### src/rtl/div_controller.sv
// rtl/div_controller.sv - restoring-division control FSM (optional DIV_ZERO_CHECK_EN divide-by-zero short cut)
module div_controller #(
    parameter int WIDTH = 4
) (
    input  logic                         i_clk,
    input  logic                         i_rst,
    input  logic                         i_start,
    input  logic                         i_a_msb,
    input  logic                         i_m_zero,
    output logic                         ld_am,
    output logic                         en_q,
    output logic                         ld_q,
    output logic                         sl_q,
    output logic                         sh_a,
    output logic                         sub_a,
    output logic                         add_a,
    output logic [$clog2(WIDTH+1)-1:0]   o_count,
    output logic                         o_busy,
    output logic                         o_done,
    output logic                         o_dbz
);

    localparam int CW = $clog2(WIDTH + 1);
    localparam logic [CW-1:0] COUNT_INIT = CW'(WIDTH);
    localparam logic [CW-1:0] COUNT_ONE  = CW'(1);

    typedef enum logic [2:0] {
        S_IDLE,
        S_LOAD,
        S_SHIFT,
        S_SUB,
        S_TEST,
        S_DONE
    } state_t;

    state_t          state;
    state_t          state_nxt;
    logic [CW-1:0]   count_q;
    logic            dbz_q;
    logic            dbz_hit;

`ifdef DIV_ZERO_CHECK_EN
    assign dbz_hit = i_m_zero;
`else
    // Zero divisor falls through the normal sequence (Q = all ones, R = dividend).
    logic unused_m_zero;
    assign unused_m_zero = i_m_zero;
    assign dbz_hit       = 1'b0;
`endif

    always_ff @(posedge i_clk) begin
        if (i_rst) begin
            state <= S_IDLE;
        end else begin
            state <= state_nxt;
        end
    end

    // Count is visible as WIDTH from LOAD onwards and reaches 0 on the final TEST.
    always_ff @(posedge i_clk) begin
        if (i_rst) begin
            count_q <= '0;
            dbz_q   <= 1'b0;
        end else begin
            case (state)
                S_IDLE: begin
                    if (i_start) begin
                        count_q <= COUNT_INIT;
                        dbz_q   <= 1'b0;
                    end
                end
                S_LOAD: begin
                    if (dbz_hit) begin
                        count_q <= '0;
                        dbz_q   <= 1'b1;
                    end
                end
                S_TEST: begin
                    if (count_q != '0) begin
                        count_q <= count_q - COUNT_ONE;
                    end
                end
                default: begin
                end
            endcase
        end
    end

    always_comb begin
        state_nxt = state;
        ld_am     = 1'b0;
        en_q      = 1'b0;
        ld_q      = 1'b0;
        sl_q      = 1'b0;
        sh_a      = 1'b0;
        sub_a     = 1'b0;
        add_a     = 1'b0;
        o_busy    = 1'b0;
        o_done    = 1'b0;
        case (state)
            S_IDLE: begin
                if (i_start) begin
                    state_nxt = S_LOAD;
                end
            end
            S_LOAD: begin
                ld_am     = 1'b1;
                en_q      = 1'b1;
                o_busy    = 1'b1;
                state_nxt = dbz_hit ? S_DONE : S_SHIFT;
            end
            S_SHIFT: begin
                sh_a      = 1'b1;
                o_busy    = 1'b1;
                state_nxt = S_SUB;
            end
            S_SUB: begin
                sub_a     = 1'b1;
                o_busy    = 1'b1;
                state_nxt = S_TEST;
            end
            S_TEST: begin
                // A negative remainder means the subtract overshot: restore and shift in 0.
                ld_q      = 1'b1;
                sl_q      = ~i_a_msb;
                add_a     = i_a_msb;
                o_busy    = 1'b1;
                state_nxt = (count_q <= COUNT_ONE) ? S_DONE : S_SHIFT;
            end
            S_DONE: begin
                o_done    = 1'b1;
                state_nxt = S_IDLE;
            end
            default: begin
                state_nxt = S_IDLE;
            end
        endcase
    end

    assign o_count = count_q;
    assign o_dbz   = dbz_q;

endmodule

### config.mk
export PLATFORM = sky130hd
export DESIGN_NAME = div_controller
export DESIGN_NICKNAME = d
export VERILOG_FILES = /design/src/rtl/div_controller.sv
export SDC_FILE = /design/constraint.sdc
export NUM_CORES = 1
export LEC_CHECK = 0
export ABC_AREA = 0
export CORE_AREA = 2 2 39 41
export CTS_CLUSTER_DIAMETER = 30
export DETAILED_ROUTE_END_ITERATION = 7
export DIE_AREA = 0 0 41 43
export HOLD_SLACK_MARGIN = 0.1
export PLACE_DENSITY = 0.71
export SLEW_MARGIN = 20
export SYNTH_ARGS = -nofsm -noshare
export SYNTH_HDL_FRONTEND = slang
export SYNTH_SLANG_ARGS = --single-unit
### constraint.sdc
create_clock -name i_clk -period 2.1 [get_ports i_clk]
set_input_delay 0.42 -clock i_clk [delete_from_list [all_inputs] [get_ports i_clk]]
set_output_delay 0.42 -clock i_clk [all_outputs]
set_load 0.02 [all_outputs]
# Word-level counts from Yosys, hierarchy flattened

Index checks and enable logic that the tools add are counted.
W data, S select, Z words.

Reductions and logical operators: 5
Mux-type cells: 14
Add/sub/neg operators: 1
Equality and inequality tests: 7
Bitwise gates (word level): 1
$lt $le $gt $ge: 1

Operators by type and width:

| operator              | number |
|---|---|
| $pmux W3 S5           | 1 |
| $mux W3               | 4 |
| $mux W1               | 8 |
| $eq A3 B2 Y1 const B  | 2 |
| $eq A3 B3 Y1 const B  | 2 |
| $pmux W3 S2           | 1 |
| $ne A2 B2 Y1 const B  | 2 |
| $reduce_or A4 Y1      | 1 |
| $eq A3 B1 Y1 const B  | 1 |
| $le A3 B1 Y1 const B  | 1 |
| $logic_not A3 Y1      | 1 |
| $reduce_and A3 Y1     | 1 |
| $reduce_bool A3 Y1    | 1 |
| $sub A3 B1 Y3 const B | 1 |
| $reduce_bool A2 Y1    | 1 |
| $not A1 Y1            | 1 |

Register bits after elaboration: 6
Output and inout port bits: 13

# Logic depth before layout (Yosys ltp)

Gate-level depths: netlist (run 1).

Word-level depth: 3
Depth in mapped cells: 6
Gate-level depth less buffers: 6

# Worst setup path before layout (run 1)

Ideal clock, no wire load.

Kind: register -> register
Start: reg count_q[0], in the netlist o_count[0]
End: reg count_q[0], in the netlist o_count[0]
Data required time: 1.970 ns
Setup time: 0.130 ns
Arrival time: 1.476 ns
Slack: 0.494 ns
Buffers on the path: 0
Cell stages (with the launch flop): 6
Cell sequence: dfxtp_1 inv_1 ha_1 ha_1 a2111oi_2 o31ai_1

Word-level cells in the longest chain between the ends: 3
Elaborated cells on any way between the ends: 6

Ends and longest elaborated chain:

| what                                                       | RTL line | text |
|---|---|---|
| start, declared                                            | 38       | `logic [CW-1:0] count_q;` |
| start signal, assigned                                     | 80       | `count_q <= count_q - COUNT_ONE;` |
| $sub A3 B1 Y3 / $reduce_bool A3 Y1 (equally long branches) | 80, 79   |  |
| $mux W3 / $ne A2 B2 Y1 (equally long branches)             | n/a      |  |
| $pmux W3 S2 / $reduce_and A3 Y1 (equally long branches)    | n/a      |  |

Parallel ways exist; a longest one is shown, timed or not. The select of a mux whose other input is x is not followed.
A chain may end at the register's enable or synchronous reset.

# Worst setup path in the final report (run 1)

Start: reg state[2]
End: out ld_am

Word-level cells in the longest chain between the ends: 2

Ends and longest elaborated chain:

| what                   | RTL line | text |
|---|---|---|
| start, declared        | 36       | `state_t state;` |
| start signal, assigned | 55       | `state <= state_nxt;` |
| $eq A3 B1 Y1           | 100      | `case (state)` |
| $mux W1                | 100      |  |
| end, declared          | 10       | `output logic ld_am,` |

No other way between the ends.

==> results_dict.tcl, run 1 <==
set metrics [dict create \
    holdBufCountCts 0 \
    status "finished, final reports clean" \
    ys_warn_count 0 \
    period_needed_ns 2.01 \
    synth-seq-area-share_pct 28.6 \
    required_ns 1.68 \
    crit_family "buffers and inverters" \
    cp_slowest_cell "clkdlybuf4s50_1" \
    antenna_found_initial 0 \
    finalClockSkew_ns 0.00370 \
    core_area_mm2 0.00138 \
    area_delta_synth_final_pct 42.9 \
    finalMaxSlewViolations 0 \
    diodes 0 \
    grt_pass1_wl_um 1400 \
    die_area_mm2 0.00176 \
    hold_start "o_count[2]$_SDFFE_PP0P_" \
    power_density_mw_per_mm2 573 \
    yosys.area.top_type "dfxtp_1" \
    drt_wl_total_um 899 \
    dp_hpwl_um 672 \
    synthDominantCellAreaShare_pct 28.6 \
    die_w_um 41 \
    tritoncts "yes" \
    syn_nets 56 \
    worstPathCellList "buf_4, nor3b_2, clkdlybuf4s50_1" \
    cts_buffer_depth 2 \
    report.final.hold_viol_count 0 \
    gp_congestion 0.805 \
    timing.hold.ws_ns 0.526 \
    hold_path.class "reg -> reg" \
    crit_path_max_fanout 11 \
    syn_area_um2 420 \
    yosys_register_bits 6 \
    drive_gt1_share_pct 17.7 \
    drt_iter0_drc 3 \
    worstSetupPathType "reg -> out" \
    num_rows 14 \
    r2r_start "o_count[0]$_SDFFE_PP0P_" \
    ctsHtreeMaxLevel 1 \
    ctsRootBufferMaster "clkbuf_4" \
    die_y_um 43 \
    period_share_pct 95.5 \
    track_usage_pct 12.2 \
    maxCapViolCount 0 \
    grt_max_degree 12 \
    synthTopCellsByArea "dfxtp_1 29%, ha_1 8.9%, nor2_1 6.3%" \
    overflow 0 \
    cts_setup_buffers 0 \
    cts_resized 3 \
    synthCells 48 \
    portBuffers 15 \
    drt_first_pass_iters 2 \
    irDropWorstVdd_uv 270 \
    clk_transition_reported_paths_ns 0.05 \
    yosysUniqueCellTypes 25 \
    grt_pass1_vias 311 \
    num-nets-final 72 \
    pin_count 18 \
    fmax_mhz 499 \
    cts-buffers-inserted 3 \
    critPathMaxStageDelay_ns 0.64 \
    avgSynthCellArea_um2 8.76 \
    num_vias 375 \
    clk_latency_ns 0.25 \
    startpoint_type "flip-flop" \
    initial_core_util_pct 30.4 \
    drc 0 \
    setup_tns_ns 0 \
    routedWlPerCell_um 11.5 \
    rsz0062_at_grt "false" \
    final_antenna_net_count 0 \
    power_leakage_nw 0.290 \
    vias_per_cell 4.81 \
    crit_buf_inv 2 \
    clock-sinks 6 \
    crit_path_start "state[2]$_SDFFE_PP0P_" \
    cp-end-kind "primary output" \
    critPathArrivalTime_ns 1.59 \
    finalSetupViolations 0 \
]
==> power by group <==
group | leakage, nW | switching, mW | total, mW | internal, mW
clock | 0.0138 | 0.0490 | 0.114 | 0.0651
sequential | 0.0497 | 0.0135 | 0.136 | 0.122
combinational | 0.226 | 0.0493 | 0.0945 | 0.0452
==> cells in the final DEF (no fill, tap or decap), drive strengths merged <==
cell,netlist,final
o21a,1,1
xnor2,1,1
nor2b,1,1
dfxtp,6,6
ha,3,3
and3b,2,2
buf,4,1
a2111oi,1,1
a21oi,1,1
conb,1,1
clkbuf,1,3
and2,1,1
dlymetal6s2s,0,4
nand4,2,2
nor2,7,7
nand3,1,1
a211oi,1,1
clkdlybuf4s50,0,10
a21bo,1,1
inv,4,4
o31ai,2,2
dlygate4sd2,0,1
nor3b,3,3
o21bai,2,2
a31oi,2,2
==> synth_stat cells <==
master	count
nand4_1	2
o21bai_1	2
dfxtp_1	6
o31ai_1	2
a31oi_1	2
nor2b_1	1
a21bo_2	1
nand3_1	1
xnor2_1	1
nor3b_2	1
nor3b_1	1
buf_4	3
nor2_1	7
conb_1	1
a21oi_2	1
o21a_1	1
a2111oi_2	1
buf_2	1
clkbuf_1	1
and3b_1	2
ha_1	3
nor3b_4	1
inv_1	4
and2_1	1
a211oi_1	1
==> per-stage QoR <==
step	setup slack, ns	util [%]	std cells	instance area (µm²)	power (mW)
2_1_floorplan	0.494	-	48	420	0.200
3_3_place_gp	0.0859	41.0	75	567	0.232
3_5_place_dp	0.0839	41.0	75	567	0.234
4_1_cts	0.00395	42.7	78	591	0.351
5_1_grt	0.0188	43.4	78	601	0.364
6_report	0.0942	43.4	78	601	0.344
==> state kept, by name, summed over array words and instances (netlist names) <==
signal	count
o_count	3
state	3
==> routing by layer <==
metal | track usage (%) | vias to the layer above | share of wire (%)
li1 | - | 196 | -
met1 | 15.5 | 162 | 45
met2 | 15.6 | 15 | 41
met3 | 4.19 | 2 | 11
met4 | 10.0 | 0 | 3.0
met5 | 0 | - | 0
==> worst register-to-register path, cell delays in order, from the launching register on <==
cell and delay [ns]:
dfxtp_1 0.39, inv_1 0.08, ha_1 0.20, ha_1 0.20, a2111oi_2 0.49, o31ai_1 0.13
==> worst paths after layout <==
check	to	slack (ns)	depth (start not counted)
min	o_count[2]$_SDFFE_PP0P_	0.53	1
min reg2reg	o_count[2]$_SDFFE_PP0P_	0.53	1
max reg2reg	o_count[1]$_SDFFE_PP0P_	0.48	5
max	ld_am	0.09	3
==> final cells by class <==
class                      instances  area, µm²
timing repair buffer              16        166
inverter                           4       15.0
fill                             140        783
multi-input combinational         33        254
tap                               16       20.0
clock buffer                       3       22.5
sequential                         6        123
==> kinds of logic after synthesis <==
kind of cell | count (synthesis) | share of synthesized area (%)
and+or+nand+nor | 17 | 26.8
AOI/OAI and AO/OA | 11 | 21.7
buffers and inverters | 9 | 11.0
DFF | 6 | 28.6
adders and majority gates | 3 | 8.93
xor gates and xnor gates | 1 | 2.08
other | 1 | 0.892
No activity file was read; power rests on OpenSTA's default activity.
==> run 2: changes to the inputs <==
--- a/config.mk
+++ b/config.mk
@@ -11,7 +11,8 @@
 export DETAILED_ROUTE_END_ITERATION = 7
 export DIE_AREA = 0 0 41 43
 export HOLD_SLACK_MARGIN = 0.1
-export PLACE_DENSITY = 0.71
+export PLACE_DENSITY = 0.73
+export SETUP_SLACK_MARGIN = 0.5
 export SLEW_MARGIN = 20
 export SYNTH_ARGS = -nofsm -noshare
 export SYNTH_HDL_FRONTEND = slang
==> constraint.sdc (replaced) <==
create_clock -name i_clk -period 1.6 [get_ports i_clk]
set_input_delay 0.32 -clock i_clk [delete_from_list [all_inputs] [get_ports i_clk]]
set_output_delay 0.32 -clock i_clk [all_outputs]
set_load 0.02 [all_outputs]
==> results_dict.tcl, run 2 (synthesis results as in run 1) <==
set metrics [dict create \
    timing.hold.ws_ns 0.494 \
    maxCapViolCount 0 \
    cp_slowest_cell "dfxtp_4" \
    placed_cell_area_um2 721 \
    design_area_um2 903 \
    routedWlPerCell_um 12.5 \
    final_common_cell "buf_4" \
    cts-buffers-inserted 3 \
    pwr-share-comb_pct 40.0 \
    hold_path.class "reg -> reg" \
    report.final.hold_viol_count 0 \
    die_w_um 41 \
    grt_max_degree 9 \
    area_delta_synth_final_pct 115 \
    drive_gt1_share_pct 73.2 \
    required_ns 1.28 \
    portBuffers 15 \
    clk_latency_ns 0.24 \
    grt_pass1_wl_um 1610 \
    holdBufCountCts 0 \
    drc 0 \
    finalMaxSlewViolations 0 \
    clk_transition_reported_paths_ns 0.05 \
    num-nets-final 91 \
    die_y_um 43 \
    period_share_pct 91.4 \
    p_int_mw 0.373 \
    drt_wl_total_um 1230 \
    post-place-ws_ns -0.306 \
    rsz0062_at_grt "true" \
    initial_core_util_pct 30.4 \
    die_area_mm2 0.00176 \
    power_leakage_nw 0.383 \
    ctsRootBufferMaster "clkbuf_4" \
    cp-end-kind "primary output" \
    status "finished, final reports clean" \
    antenna_found_initial 0 \
    critPathMaxStageDelay_ns 0.37 \
    num_rows 14 \
    pin_count 18 \
    worstSetupPathType "reg -> out" \
    critPathArrivalTime_ns 1.14 \
    diodes 0 \
    core_area_mm2 0.00138 \
    clock-sinks 6 \
    num_vias 462 \
    ctsHtreeMaxLevel 1 \
    switching_share_pct 32.0 \
    period_needed_ns 1.46 \
    crit_buf_inv 2 \
    grt_pass1_vias 387 \
    fill_cells 111 \
    power_density_mw_per_mm2 607 \
    vias_per_cell 4.71 \
    p_clk_share_pct 28.4 \
    power_switching_mw 0.176 \
    overflow 0 \
    irDropWorstVdd_uv 319 \
    finalClockSkew_ns 0.00224 \
    tritoncts "yes" \
    drt_first_pass_iters 4 \
    startpoint_type "flip-flop" \
    setup_slack_ns 0.137 \
    crit_path_max_fanout 6 \
    fmax_mhz 684 \
    final_antenna_net_count 0 \
    cts_buffer_depth 2 \
    crit_family "flip-flops" \
    layout_common_cells "19 x buf_4, 10 x buf_6, 6 x nor2_1" \
    dp_hpwl_um 709 \
    drt_iter0_drc 1 \
    track_usage_pct 14.1 \
    worstPathCellList "buf_6, nor3b_4, buf_2" \
    gp_congestion 0.800 \
    pwr-share-seq_pct 31.6 \
    finalSetupViolations 0 \
]
[run 2: layer usage]
layer / wire length (µm) / global-route usage (%)
met1: 512 / 16.8
met2: 649 / 20.9
met3: 45 / 1.57
met4: 19 / 12.0
met5: 0 / 0
[run 2: power by group through the flow]
stage	Combinational, mW	Clock (mW)	Sequential [mW]
final	0.219	0.156	0.173
after global routing	0.235	0.175	0.175
after CTS	0.185	0.158	0.174
after detailed placement	0.181	0	0.174
after global placement	0.179	0	0.174
after floorplan	0.113	0	0.175
[run 2: timing repair]
action,CTS,global route
resized for setup,68,15
hold endpoints to repair,0,0
pin swaps,7,6
endpoints found under the setup margin,18,18
buffers inserted,5,6
cloned,0,0
[run 2: cell type report]
type                       instances  area (µm²)  share of cell area [%]
clock buffer                       4        26.3                    2.91
inverter                           4        20.0                    2.22
multi-input combinational         33         369                    40.9
sequential                         6         138                    15.2
tap                               16        20.0                    2.22
timing repair buffer              35         330                    36.6
[run 2: final timing paths]
check | to | slack, ns | start | cells past startpoint
setup / recovery | en_q | 0.14 | state[1]$_SDFFE_PP0P_ | 3
hold / removal | o_count[2]$_SDFFE_PP0P_ | 0.49 | o_count[2]$_SDFFE_PP0P_ | 1
setup reg to reg | o_count[1]$_SDFFE_PP0P_ | 0.25 | state[2]$_SDFFE_PP0P_ | 5
hold reg to reg | o_count[2]$_SDFFE_PP0P_ | 0.49 | o_count[2]$_SDFFE_PP0P_ | 1
[run 2: through the flow]
| step | total power [mW] | TNS [ns] | std cells | utilization (%) |
|---|---|---|---|---|
| after floorplan | 0.287 | 0 | 48 | - |
| after global placement | 0.353 | -0.885 | 83 | 52.1 |
| after detailed placement | 0.356 | -0.951 | 83 | 52.1 |
| after CTS | 0.517 | 0 | 92 | 57.3 |
| after global routing | 0.585 | 0 | 98 | 65.3 |
| final | 0.548 | 0 | 98 | 65.3 |
